<file path="config.mk">
export PLATFORM = sky130hd
export DESIGN_NAME = fetch_stage
export DESIGN_NICKNAME = d
export VERILOG_FILES = /design/src/rtl/lc3_pkg.sv /design/src/rtl/fetch_queue.sv /design/src/rtl/fetch_stage.sv
export SDC_FILE = /design/constraint.sdc
export NUM_CORES = 1
export LEC_CHECK = 0
export CAP_MARGIN = 10
export CORE_MARGIN = 4
export CORE_UTILIZATION = 40
export CTS_CLUSTER_DIAMETER = 120
export DETAILED_ROUTE_END_ITERATION = 10
export PLACE_DENSITY = 0.72
export SYNTH_ARGS = -nofsm -noshare
export SYNTH_HDL_FRONTEND = slang
export SYNTH_HIERARCHICAL = 1
export SYNTH_SLANG_ARGS = --single-unit
export TNS_END_PERCENT = 100
</file>
<file path="constraint.sdc">
create_clock -name clk -period 2.35 [get_ports clk]
set_clock_uncertainty 0.15 [all_clocks]
set_input_delay 0.47 -clock clk [delete_from_list [all_inputs] [get_ports clk]]
set_output_delay 0.47 -clock clk [all_outputs]
set_load 0.1 [all_outputs]
</file>
<file path="src/rtl/lc3_pkg.sv">
// Shared definitions for the LC-3-style pipeline: default widths, opcode
// encodings of instr[31:28], and the fetch queue entry layout.
package lc3_pkg;

  localparam int DEF_ADDR_W = 32;
  localparam int DEF_DATA_W = 32;

  localparam logic [3:0] OPC_ADD  = 4'h2;
  localparam logic [3:0] OPC_LD   = 4'h3;
  localparam logic [3:0] OPC_ST   = 4'h4;
  localparam logic [3:0] OPC_BEQ  = 4'h5;
  localparam logic [3:0] OPC_HALT = 4'h6;

  typedef struct packed {
    logic [DEF_DATA_W-1:0] instr;
    logic [DEF_ADDR_W-1:0] pc;
  } fetch_entry_t;

  localparam int FETCH_ENTRY_W = $bits(fetch_entry_t);

endpackage

</file>
<file path="src/rtl/fetch_queue.sv">
// Two-entry synchronous FIFO with push, pop and flush. The head slot is a
// register so downstream sees it directly; flush drops contents but keeps data.
module fetch_queue
  import lc3_pkg::*;
#(
  parameter int W = FETCH_ENTRY_W
) (
  input  logic         clk,
  input  logic         rst_n,
  input  logic         push,
  input  logic [W-1:0] push_data,
  input  logic         pop,
  input  logic         flush,
  output logic [W-1:0] head_data,
  output logic [1:0]   count
);

  logic [W-1:0] slot0_q, slot0_d;
  logic [W-1:0] slot1_q, slot1_d;
  logic [1:0]   count_q, count_d;
  logic         do_pop;

  assign do_pop    = pop && (count_q != 2'd0);
  assign head_data = slot0_q;
  assign count     = count_q;

  // slot0 is always the head; slot1 only holds the second entry when count is 2.
  always_comb begin
    slot0_d = slot0_q;
    slot1_d = slot1_q;
    count_d = count_q;
    if (flush) begin
      count_d = 2'd0;
    end else begin
      case (count_q)
        2'd0: begin
          if (push) begin
            slot0_d = push_data;
            count_d = 2'd1;
          end
        end
        2'd1: begin
          if (push && do_pop) begin
            slot0_d = push_data;
          end else if (push) begin
            slot1_d = push_data;
            count_d = 2'd2;
          end else if (do_pop) begin
            count_d = 2'd0;
          end
        end
        default: begin
          if (do_pop) begin
            slot0_d = slot1_q;
            count_d = 2'd1;
            if (push) begin
              slot1_d = push_data;
              count_d = 2'd2;
            end
          end
        end
      endcase
    end
  end

  always_ff @(posedge clk or negedge rst_n) begin
    if (!rst_n) begin
      slot0_q <= '0;
      slot1_q <= '0;
      count_q <= 2'd0;
    end else begin
      slot0_q <= slot0_d;
      slot1_q <= slot1_d;
      count_q <= count_d;
    end
  end

  property p_no_overflow;
    @(posedge clk) disable iff (!rst_n)
      !(push && !flush && (count_q == 2'd2) && !do_pop);
  endproperty
  a_no_overflow: assert property (p_no_overflow);

endmodule

</file>
<file path="src/rtl/fetch_stage.sv">
// Instruction fetch: PC register, HALT stop, redirect restart, and a 2-entry
// {instr, pc} queue toward decode.
// Handshake: a head word transfers on any edge where out_valid && out_ready;
// out_valid never depends on out_ready, and the head holds while not accepted.
module fetch_stage
  import lc3_pkg::*;
#(
  parameter int              ADDR_W   = DEF_ADDR_W,
  parameter int              DATA_W   = DEF_DATA_W,
  parameter logic [ADDR_W-1:0] RESET_PC = '0,
  parameter logic [3:0]      HALT_OPC = OPC_HALT
) (
  input  logic              clk,
  input  logic              rst_n,
  output logic [ADDR_W-1:0] imem_addr,
  input  logic [DATA_W-1:0] imem_instr,
  output logic              out_valid,
  input  logic              out_ready,
  output logic [DATA_W-1:0] out_instr,
  output logic [ADDR_W-1:0] out_pc,
  input  logic              redirect_valid,
  input  logic [ADDR_W-1:0] redirect_pc,
  output logic              halted
);

  localparam int EW = DATA_W + ADDR_W;

  logic [ADDR_W-1:0] pc_q, pc_d;
  logic              halted_q, halted_d;
  logic [1:0]        q_count;
  logic [EW-1:0]     q_head;
  logic              pop;
  logic              fetch;
  logic              is_halt;

  assign out_valid = (q_count != 2'd0);
  assign out_instr = q_head[EW-1:ADDR_W];
  assign out_pc    = q_head[ADDR_W-1:0];
  assign imem_addr = pc_q;
  assign halted    = halted_q;

  assign pop     = out_valid && out_ready;
  assign is_halt = (imem_instr[DATA_W-1 -: 4] == HALT_OPC);
  // Redirect wins over everything, so it also gates fetch directly.
  assign fetch   = !halted_q && !redirect_valid && ((q_count != 2'd2) || pop);

  always_comb begin
    pc_d     = pc_q;
    halted_d = halted_q;
    if (redirect_valid) begin
      pc_d     = redirect_pc;
      halted_d = 1'b0;
    end else if (fetch) begin
      if (is_halt) begin
        halted_d = 1'b1;
      end else begin
        pc_d = pc_q + 1'b1;
      end
    end
  end

  always_ff @(posedge clk or negedge rst_n) begin
    if (!rst_n) begin
      pc_q     <= RESET_PC;
      halted_q <= 1'b0;
    end else begin
      pc_q     <= pc_d;
      halted_q <= halted_d;
    end
  end

  fetch_queue #(
    .W (EW)
  ) u_queue (
    .clk       (clk),
    .rst_n     (rst_n),
    .push      (fetch),
    .push_data ({imem_instr, pc_q}),
    .pop       (pop && !redirect_valid),
    .flush     (redirect_valid),
    .head_data (q_head),
    .count     (q_count)
  );

  property p_head_stable;
    @(posedge clk) disable iff (!rst_n)
      (out_valid && !out_ready && !redirect_valid) |=> ($stable(out_instr) && $stable(out_pc));
  endproperty
  a_head_stable: assert property (p_head_stable);

endmodule

</file>
==> metrics.cfg <==
[drt]
drtPass1Iterations=5
drc=0
drt-vias-per-instance=5.89
wl_per_cell_um=19.7
finalWirelength_mm=27.7
vias=8259
drt_iter0_markers=618
ant_nets=0

[die]
core_um2=21800
io_pins=166
die_w_um=157
initial_core_util_pct=40.6
rows=54
die_y_um=157
die-area_um2=24600

[synth]
synth.top_cells.by_area=dfrtp_1, mux2_2, nand2_1
ys_types=67
yosysSeqAreaShare_pct=46.1
synthCells=923
yosys.area.top_type=dfrtp_1
synthArstFlopShare_pct=100
syn-num-nets=992
synth_area_um2=8850
yosysWarnings=6
ys.flop_type=dfrtp_1
synth-seq-cells=163
synth_top_area_share_pct=46.1
synth_edf_count=0
syn_avg_cell_area_um2=9.59

[sta]
drv_slew=0
worst_slew_pin_slew_ns=0.611
finalCritPeriodShare_pct=98.0
maxSlewHeadroom_pct=59.2
rsz0062_at_grt=true
setup_violations=0
whs_ns=0.256
fmax_ghz=0.434
hold_viol=0
fin_crit_ns=2.30

[global_routing]
grt_use_total_pct=21.8
grt_max_degree=60
grt_overflow_total=0
antenna_found_initial=0
grt_pass1_vias=7934
grt_pass1_wl_mm=43.1

[outcome]
status=finished, final reports clean

[worst_setup_path]
crit_path_cell_trace=clkdlybuf4s50_1, or3b_2, nand2_2, nor2_4, o221ai_4, buf_4, buf_4, buf_12, mux2_2
critPathKind=input pin to register
cp_max_fo=11
crit_required_ns=2.50
path_common_cell=buf_4
slowest_delay_ns=0.47
startpoint_type=input pin
worstReg2RegStart=u_queue/count[1]
crit_arrival_ns=2.45
critPathSlowestCell=or3b_2
end_kind=register
rrSetupSlack_ns=0.07
crit_start=out_ready

[final_layout]
syn2layout_area_growth_pct=35.7
nets=1180
layout-drive-gt1-share_pct=32.3
design_area_um2=12000
antenna_cells=0
final_util_pct=55.0

[placement]
io_buffers=165
place_area_um2=11100
dpl.hpwl_mm=18.3
place.gp.congestion=0.863

[power_and_ir_drop]
powerDensity_nw_per_um2=1290
ir_drop_mv=0.747
p_leak_nw=4.97

[cts]
htreeDepth=4
clock_latency_ns=0.42
cts.sinks=163
cts_tree=done
cts_made_buffers=17
cts_buffer_depth=2
clockRootBuffer=clkbuf_16
clk_pin_slew_ns=0.06

[worst_hold_path]
holdCritPathClass=input pin to register
hold_start=redirect_valid

[flow_run]
drv_cap=0

==> worst max-delay path: cells and delay by family <==
family,cells,cell delay [ns]
AOI/OAI and AO/OA,1,0.18
buffers and inverters,4,0.82
muxes,1,0.34
and+or+nand+nor,3,0.63
==> per-layer routing <==
metal / vias to the layer above / part of all wire (%) / GRT usage [%]
met2: 365 / 47 / 33.5
met3: 33 / 8.0 / 4.89
met5: - / 0 / 0
li1: 3788 / - / -
met4: 0 / 1.6 / 5.87
met1: 4073 / 44 / 31.1
==> state kept, by name, indices dropped and copies added (netlist names) <==
register           flops
u_queue/slot1_q       64
imem_addr             32
halted                 1
u_queue/count          2
u_queue/head_data     64
==> placed cells by master (no fill, tap or decap), types with 21 or more instances in the layout <==
cell type	count
buf_4	164
nand2_1	144
dfrtp_1	133
o21ai_0	81
inv_1	65
clkdlybuf4s50_1	65
mux2_2	63
o41ai_1	35
o311ai_1	35
o311ai_0	26
a21oi_1	25
o41ai_2	24
nand3_1	21
==> through the flow <==
step | TNS [ns] | total power [mW] | instances | setup slack [ns]
CTS | 0 | 15.3 | 1396 | 0.0187
finish | 0 | 15.5 | 1403 | 0.0478
detailed placement | -47.24 | 12.5 | 1364 | -0.401
floorplan | -0.0117 | 10.5 | 923 | -0.0117
global route | -0.151 | 16.1 | 1403 | -0.0197
global placement | -41.29 | 12.4 | 1364 | -0.346
==> Yosys cell counts, drive strengths merged (4+ instances only) <==
cell type    n
o41ai       59
and3         5
nand2b       4
a31oi        6
o22a         5
a21oi       25
and4         4
inv         66
nor2b        7
or4          4
or3          4
nand3       21
buf         31
dfrtp      163
mux2        70
o211ai       7
or2          5
nand4       11
clkbuf      52
nor4         4
o22ai        6
mux2i        4
nor2        22
and2         4
nand2      145
a22oi        7
o311ai      61
o21ai       81
nor3b        4
nor3         7
==> cell families (layout without fill, tap and decap cells) <==
logic type	count (synthesis)	in the layout	share of synthesized area, %
flip-flops	163	163	46.1
adder cells (fa/ha/maj)	1	1	0.141
buffers and inverters	149	349	7.32
AND/OR/NAND/NOR	258	258	14.4
AO/OA/AOI/OAI	274	274	22.3
multiplexers	74	74	9.36
XOR/XNOR	4	4	0.396
==> area by class of cell <==
cell class | instances | area, µm²
inverter | 66 | 248
clock inverter | 8 | 75.1
timing repair buffer | 252 | 2320
multi-input combinational | 611 | 4360
fill | 1921 | 9810
tap | 280 | 350
clock buffer | 23 | 508
sequential | 163 | 4150
==> repair_timing <==
item	4_1_cts	5_1_grt
setup buffers	0	4
endpoints found under the setup margin	1	109
hold buffers	1	0
hold endpoints to repair	24	0
gates resized for setup	1	46
cloned	0	3
pin swaps	0	1
==> power by group <==
part / switching (mW) / internal (mW)
logic: 5.91 / 2.17
registers: 0.727 / 3.91
clock network: 1.15 / 1.62
==> worst paths after layout <==
check	endpoint	depth (start not counted)
worst max-delay path	u_queue/head_data[44]	9
worst min register to register	u_queue/head_data[17]	1
worst max register to register	u_queue/head_data[44]	8
worst min-delay path	u_queue/count[0]	2
min in group asynchronous	u_queue/head_data[55]	2
max in group asynchronous	u_queue/head_data[2]	3
No activity file was read; power rests on OpenSTA's default activity.
